===== config.mk =====
export PLATFORM = sky130hd
export DESIGN_NAME = router_pkt_tx
export DESIGN_NICKNAME = d
export VERILOG_FILES = /design/src/rtl/router_pkt_tx.sv
export SDC_FILE = /design/constraint.sdc
export NUM_CORES = 1
export LEC_CHECK = 0
export CAP_MARGIN = 20
export CORE_UTILIZATION = 52
export DETAILED_ROUTE_END_ITERATION = 10
export GPL_TIMING_DRIVEN = 0
export MAX_ROUTING_LAYER = met4
export PLACE_DENSITY = 0.71
export SLEW_MARGIN = 20
export SYNTH_ARGS = -nofsm -noshare
export SYNTH_HDL_FRONTEND = slang
export SYNTH_SLANG_ARGS = --single-unit

===== constraint.sdc =====
create_clock -name i_clk -period 2.55 [get_ports i_clk]
set_input_delay 0.3825 -clock i_clk [delete_from_list [all_inputs] [get_ports i_clk]]
set_output_delay 0.3825 -clock i_clk [all_outputs]
set_load 0.005 [all_outputs]

===== src/rtl/router_pkt_tx.sv =====
// Transmit end of the 1x3 router packet protocol: buffers a payload, then sends header/payload/parity.
// Optional build macro TX_PARITY_CORRUPT_EN adds i_corrupt_parity to send an inverted parity byte.
module router_pkt_tx #(
    parameter int unsigned DATA_W = 8,
    parameter int unsigned LEN_W  = 6,
    parameter int unsigned DEPTH  = 64
) (
    input  logic              i_clk,
    input  logic              i_rst_n,
    input  logic              i_start,
    input  logic [1:0]        i_addr,
    input  logic [LEN_W-1:0]  i_len,
`ifdef TX_PARITY_CORRUPT_EN
    input  logic              i_corrupt_parity,
`endif
    output logic              o_tx_ready,
    output logic              o_tx_reject,
    input  logic [DATA_W-1:0] i_pl_data,
    input  logic              i_pl_valid,
    output logic              o_pl_ready,
    input  logic              i_busy,
    output logic [DATA_W-1:0] o_data_out,
    output logic              o_pkt_valid,
    output logic              o_tx_done
);

    typedef enum logic [2:0] {
        S_IDLE, S_FILL, S_HEADER, S_PAYLOAD, S_PARITY, S_DONE
    } state_t;

    state_t              r_state;
    logic [1:0]          r_addr;
    logic [LEN_W-1:0]    r_len;
    logic [LEN_W-1:0]    r_wr_ptr;
    logic [LEN_W-1:0]    r_rd_ptr;
    logic [DATA_W-1:0]   r_parity;
    logic [DATA_W-1:0]   r_data_out;
    logic                r_pkt_valid;
    logic                r_tx_done;
    logic                r_tx_reject;
    logic [DATA_W-1:0]   r_buf [DEPTH];

    logic                w_accept;
    logic                w_wr_en;
    logic                w_last_wr;
    logic                w_last_rd;
    logic [LEN_W-1:0]    w_wr_next;
    logic [LEN_W-1:0]    w_rd_next;
    logic [DATA_W-1:0]   w_header;
    logic [DATA_W-1:0]   w_par_out;

    assign w_accept  = (r_state == S_IDLE) && i_start && (i_addr != 2'b11);
    assign w_wr_en   = (r_state == S_FILL) && i_pl_valid;
    assign w_wr_next = r_wr_ptr + 1'b1;
    assign w_rd_next = r_rd_ptr + 1'b1;
    assign w_last_wr = (r_wr_ptr == r_len - 1'b1);
    assign w_last_rd = (r_rd_ptr == r_len - 1'b1);
    assign w_header  = {r_len, r_addr};

`ifdef TX_PARITY_CORRUPT_EN
    logic r_corrupt;

    always_ff @(posedge i_clk or negedge i_rst_n) begin
        if (!i_rst_n) begin
            r_corrupt <= 1'b0;
        end else if (w_accept) begin
            r_corrupt <= i_corrupt_parity;
        end
    end

    assign w_par_out = r_parity ^ {DATA_W{r_corrupt}};
`else
    assign w_par_out = r_parity;
`endif

    // Payload storage needs no reset; the pointers alone define its contents.
    always_ff @(posedge i_clk) begin
        if (w_wr_en) begin
            r_buf[r_wr_ptr] <= i_pl_data;
        end
    end

    always_ff @(posedge i_clk or negedge i_rst_n) begin
        if (!i_rst_n) begin
            r_state     <= S_IDLE;
            r_addr      <= '0;
            r_len       <= '0;
            r_wr_ptr    <= '0;
            r_rd_ptr    <= '0;
            r_parity    <= '0;
            r_data_out  <= '0;
            r_pkt_valid <= 1'b0;
            r_tx_done   <= 1'b0;
            r_tx_reject <= 1'b0;
        end else begin
            r_tx_done   <= 1'b0;
            r_tx_reject <= 1'b0;
            case (r_state)
                S_IDLE: begin
                    if (i_start && (i_addr == 2'b11)) begin
                        r_tx_reject <= 1'b1;
                    end else if (w_accept) begin
                        r_addr   <= i_addr;
                        r_len    <= i_len;
                        r_parity <= {i_len, i_addr};
                        r_wr_ptr <= '0;
                        r_rd_ptr <= '0;
                        if (i_len == '0) begin
                            r_state     <= S_HEADER;
                            r_data_out  <= {i_len, i_addr};
                            r_pkt_valid <= 1'b1;
                        end else begin
                            r_state <= S_FILL;
                        end
                    end
                end
                S_FILL: begin
                    if (i_pl_valid) begin
                        r_wr_ptr <= w_wr_next;
                        r_parity <= r_parity ^ i_pl_data;
                        if (w_last_wr) begin
                            r_state     <= S_HEADER;
                            r_data_out  <= w_header;
                            r_pkt_valid <= 1'b1;
                        end
                    end
                end
                S_HEADER: begin
                    if (!i_busy) begin
                        if (r_len == '0) begin
                            r_state     <= S_PARITY;
                            r_data_out  <= w_par_out;
                            r_pkt_valid <= 1'b0;
                        end else begin
                            r_state    <= S_PAYLOAD;
                            r_data_out <= r_buf[r_rd_ptr];
                        end
                    end
                end
                S_PAYLOAD: begin
                    if (!i_busy) begin
                        if (w_last_rd) begin
                            r_state     <= S_PARITY;
                            r_data_out  <= w_par_out;
                            r_pkt_valid <= 1'b0;
                        end else begin
                            r_rd_ptr   <= w_rd_next;
                            r_data_out <= r_buf[w_rd_next];
                        end
                    end
                end
                S_PARITY: begin
                    if (!i_busy) begin
                        r_state    <= S_DONE;
                        r_data_out <= '0;
                        r_tx_done  <= 1'b1;
                    end
                end
                S_DONE:  r_state <= S_IDLE;
                default: r_state <= S_IDLE;
            endcase
        end
    end

    assign o_tx_ready  = (r_state == S_IDLE);
    assign o_pl_ready  = (r_state == S_FILL);
    assign o_tx_reject = r_tx_reject;
    assign o_data_out  = r_data_out;
    assign o_pkt_valid = r_pkt_valid;
    assign o_tx_done   = r_tx_done;

endmodule


After elaboration in Yosys (flattened, before gate mapping)
Memory sizes are Yosys's and may differ from the RTL's.
Cells that the tools add are included.
- flip-flop bits (word level): 42
- memory bits (writable): 512
- bits of input ports: 21
- output and inout bits: 13
- word-level logic and storage cells: 101
- memories kept: 1
- add/sub/neg operators: 3
- equal/unequal tests: 19
- mux-type cells: 49
- bitwise logic cells: 2
- reductions and logical operators: 17
- memory list (name ; words ; width ; read ports ; clocked after memory_dff ; write ports ; line ; RTL):
    r_buf ; 64 ; 8 ; 2 ; 0 ; 1 ; 41 ; logic [DATA_W-1:0] r_buf [DEPTH];
- operators with widths (operator ; count):
    8-bit two-way mux ; 13
    8-bit one-hot mux with 5 select lines ; 1
    6-bit two-way mux ; 5
    3-bit two-way mux ; 9
    6-bit one-hot mux with 2 select lines ; 2
    2-bit != test (second input constant) ; 9
    8-bit one-hot mux with 2 select lines ; 1
    1-bit two-way mux ; 15
    3-bit one-hot mux with 5 select lines ; 1
    6-bit by 1-bit adder with 6-bit output (second input constant) ; 2
    6-bit equality test ; 2
    6-bit zero test ; 2
    10-bit AND reduction ; 1
    9-bit AND reduction ; 1
    8-bit AND reduction ; 1
    8-bit XOR ; 1
    3-bit by 2-bit equality test with 1-bit output (second input constant) ; 2
    2-bit by 1-bit != test with 1-bit output (second input constant) ; 3
    6-bit by 1-bit subtractor with 6-bit output (second input constant) ; 1
    5-bit AND reduction ; 1
    5-bit nonzero test ; 1
    1-bit logical AND ; 4
    1-bit one-hot mux with 4 select lines ; 1
    4-bit AND reduction ; 1
    9 further kinds ; 10

Logic depth before layout (Yosys ltp)
- depth in word-level cells: 6
- gate-level depth with buffers: 13
- mapped depth without buffers: 10

Worst setup path after synthesis
OpenSTA, ideal clock, no wires.
- path type: register to register
- start point: reg r_rd_ptr[1]
- end point: reg r_data_out[4], in the netlist o_data_out[4]
- library setup time: 0.121 ns
- arrival: 2.599 ns
- required time: 2.429 ns
- path slack: -0.171 ns
- cell stages (with the launch flop): 11
- path buffers: 3
- clock period less this slack: 2.721 ns
- cell sequence: dfrtp_1 > ha_1 > buf_2 > buf_2 > clkbuf_1 > mux4_2 > mux4_2 > a22oi_1 > nand2_1 > a22oi_1 > nand2_1
- word-level cells in the longest chain between the ends: 5
- elaborated cells between the ends (all ways): 8
- classes of those cells: 1 x add/sub; 1 x eq/ne; 5 x mux; 1 x memory
- ends and longest elaborated chain (what ; line ; RTL):
    from (decl) ; 35 ; logic [LEN_W-1:0] r_rd_ptr;
    from (signal assigned) ; 147 ; r_rd_ptr <= w_rd_next;
    6-bit by 1-bit adder with 6-bit output ; 55 ; assign w_rd_next = r_rd_ptr + 1'b1;
    memory 64 x 8 bit ; -- ;
    8-bit two-way mux ; 142 ; if (w_last_rd) begin
    8-bit two-way mux ; 141 ; if (!i_busy) begin
    8-bit one-hot mux with 5 select lines (*) ; 98 ; case (r_state)
    to (signal assigned) ; 110 ; r_data_out <= {i_len, i_addr};
    to (signal assigned) ; 144 ; r_data_out <= w_par_out;
    to (signal assigned) ; 148 ; r_data_out <= r_buf[w_rd_next];
    to (decl) ; 37 ; logic [DATA_W-1:0] r_data_out;
Every way passes the cells marked *; elsewhere a longest branch is shown, timed or not. The select of a mux whose other input is x is not followed.
A chain may end at the register's enable or synchronous reset.

Worst setup path in the final report
Same ends and word-level chain as after synthesis.

==> run metrics <==
Netlist cell types a little under 70; failing checks negative setup slack; Die Y 229.2 microns; synthesized cell area 0.02685 sq mm; Seq. cell area 0.01643 sq mm; Ports 34; status finished with violations; global routing usage on met2 0.5674; syn nets 1500; Placer Congestion approximately 1.1; pin count of the biggest net entering global routing 67; CTS tree done; Crit-path slowest cell mux4_2; max-slew violations 0; H-Tree Depth 2; design area 0.03323 sq mm; Max Clock Freq roughly 330 MHz; die width 229.2 microns; flops & latches, synth 554; met1 Use GR 0.5043; Yosys top cell by area edfxtp_1; initial antenna violation count 1; Initial DRT Pass Iterations 7; Worst EP required 3.07 ns; Num CTS Buffers 57; Crit Path Category reg -> reg; Hold Crit Class in -> reg; clock skew 0.02852 ns; clk_lat worst skew ~0.64 ns; placed cell area 0.02814 sq mm; Max clock buf depth 3; RSZ-0062 raised after global routing yes; Period Utilization, post-route 1.183; Initial Utilization 0.5308; VDD IR max 657.1 uV; WP data arrival 3.54 ns; Final ANT Viol Nets 0; register area share after synthesis 0.6117; Synth Area per Inst 18.20 sq um; Core Util, Final 0.6570; # rows just over 80; Area growth syn-to-layout 23.77%; DP HPWL 64.13 mm; DRC Markers 0; max_cap viols 0; met3 Use GR 0.1094; transition time of the tightest slew-check pin 1.018 ns; Final #Nets 1699; vias in the first global route ~17000; EDFF count, synth around 510; Startpoint Class flip-flop; CP Capture Type flip-flop; Fill cells between 3000 and 4000; crit path time final slightly above 3 ns; multi-input logic area 0.01078 sq mm; vias 17710; worst path cell trace ha_4 > buf_12 > buf_16 > clkbuf_16 > mux4_2 > mux4_2 > a22oi_2 > nand2_1 > a22oi_2 > nand2_1; pwr dens roughly 1100 mW/mm^2; initial drt markers 3014; IO buf count 33; top cell type's share of synthesized area 0.5726; yosys warns 0; total power approximately 36 mW; clk slew on worst S/H paths 0.07 ns; P_leak 10.61 nW; WL final 98.98 mm; Mapped Cells 1475; total die area 0.05255 sq mm; worst rel slew slack 0.3213; Max FO, Critical Path 7; # setup viols final 28; setup ws final -0.4659 ns; clock root cell clkbuf_16; GRT busiest layer met2; critical path's largest stage delay 0.56 ns; async set-reset flop share out of synthesis 0.07581; Fin. Hold Viols 0; global route total overflow 0; Sink Count approximately 550; routed len/inst 41.34 microns; first-pass GRT wire length 135.2 mm; routed vias/inst 7.396; Total GRT Usage 0.3937; layout cells sized above 1 0.4393; Main synth FF type edfxtp_1; Synth area leaders edfxtp_1, mux4_2, dfrtp_1, nor2_1, mux4_1; CORE AREA 0.05058 sq mm
[through the flow]
step,TNS [ns],setup WS (ns),hold WS (ns),cells
detailed placement,-511.06,-1.714,0.4056,2186
finish,-3.515,-0.4659,0.2397,2394
CTS,-2.475,-0.3741,0.2292,2369
floorplan,-0.02895,-0.02895,0.08691,1475
global route,-3.810,-0.4399,0.2423,2394
global placement,-727.79,-1.690,0.4544,2180
[cell type report]
cell class | instances | area share
repair buffers | 144 | 0.05256
flip-flops and latches | 554 | 0.4944
well taps | 672 | 0.02530
inverters | 9 | 0.001129
multi-input cells | 806 | 0.3243
clock buffers | 66 | 0.04522
plain buffers | 102 | 0.04480
clock inverters | 40 | 0.01220
diodes | 1 | 0.00007530
[power breakdown]
| group | total [mW] | switching, mW | internal [mW] |
|---|---|---|---|
| clock network | 8.68 | 3.65 | 5.02 |
| registers | 10.6 | 0.296 | 10.3 |
| logic | 16.6 | 8.96 | 7.64 |
[routing by layer]
metal | wire, microns | part of all wire
met5 | 0 | 0
met1 | 33690 | 0.34
met3 | 14000 | 0.14
met2 | 44320 | 0.45
met4 | 6964 | 0.070
[cell usage after synthesis, drive strengths merged, types with 3 or more instances]
cell and n:
xnor2 7, and3 4, nor2b 10, a211oi 6
mux4 296, nand4 8, a2111oi 3, ha 4
a22o 7, inv 9, edfxtp 512, a21o 3
nand2b 14, clkbuf 36, nand2 68, and2 6
a31oi 3, mux2 8, xor2 14, nand3 39
o21a 3, o31ai 9, nor4 3, mux2i 24
buf 71, o21ai 34, a21oi 46, a22oi 19
o22ai 5, a221oi 5, nor3 12, o211ai 4
dfrtp 42, nor2 112
[state kept, by name, indices dropped and copies added, names as in the netlist]
register	count
o_data_out	8
o_pkt_valid	1
o_tx_done	1
o_tx_reject	1
r_addr	2
r_buf	512
r_len	6
r_parity	8
r_rd_ptr	6
r_state	3
r_wr_ptr	6
[worst paths after layout]
kind | start | to | slack (ns) | cells past startpoint
setup / recovery | r_rd_ptr[1] | o_data_out[4] | -0.47 | 10
hold / removal | i_pl_data[7] | r_buf[38][7] | 0.24 | 1
setup reg to reg | r_rd_ptr[1] | o_data_out[4] | -0.47 | 10
hold reg to reg | o_data_out[4] | o_data_out[4] | 0.48 | 2
max in group asynchronous | i_rst_n | r_rd_ptr[0] | 1.75 | 3
min in group asynchronous | i_rst_n | o_tx_done | 0.27 | 2
[logic make-up after synthesis]
kind of cell,synth area share
xor+xnor,0.009087
mux,0.2625
fa+ha+maj,0.001864
simple gates,0.04870
compound gates,0.04115
flops,0.6117
buf+inv,0.02493
[placed cells by master, fill, tap and decap left out, types with 10 or more instances in the layout]
master,instances
edfxtp_1,512
mux4_2,290
clkbuf_16,67
nor2_4,66
buf_4,65
buf_12,65
nand2_1,55
nor2_1,41
a21oi_1,41
dfrtp_1,38
nand3_1,34
o21ai_0,25
clkdlybuf4s50_1,23
mux2i_1,18
clkbuf_1,17
buf_6,17
clkinv_2,17
nand2b_1,14
buf_16,14
buf_8,14
a22oi_1,14
xor2_1,11
buf_2,10
clkinv_1,10
[repair_timing]
item | in CTS | in global routing
gates resized for setup | 437 | 42
pin swaps | 37 | 30
cloned | 2 | 0
hold buffers | 1 | 0
setup buffers | 78 | 25
endpoints found under the setup margin | 541 | 344
hold endpoints to repair | 20 | 0
[worst max-delay path, delay by kind of cell (launching register included)]
family | cells | cell delay, ns
AOI/OAI and AO/OA | 2 | 0.51
DFF | 1 | 0.46
and+or+nand+nor | 2 | 0.20
muxes | 2 | 0.87
buffers and inverters | 3 | 0.48
adders and majority gates | 1 | 0.33
No activity file was read; power rests on OpenSTA's default activity.
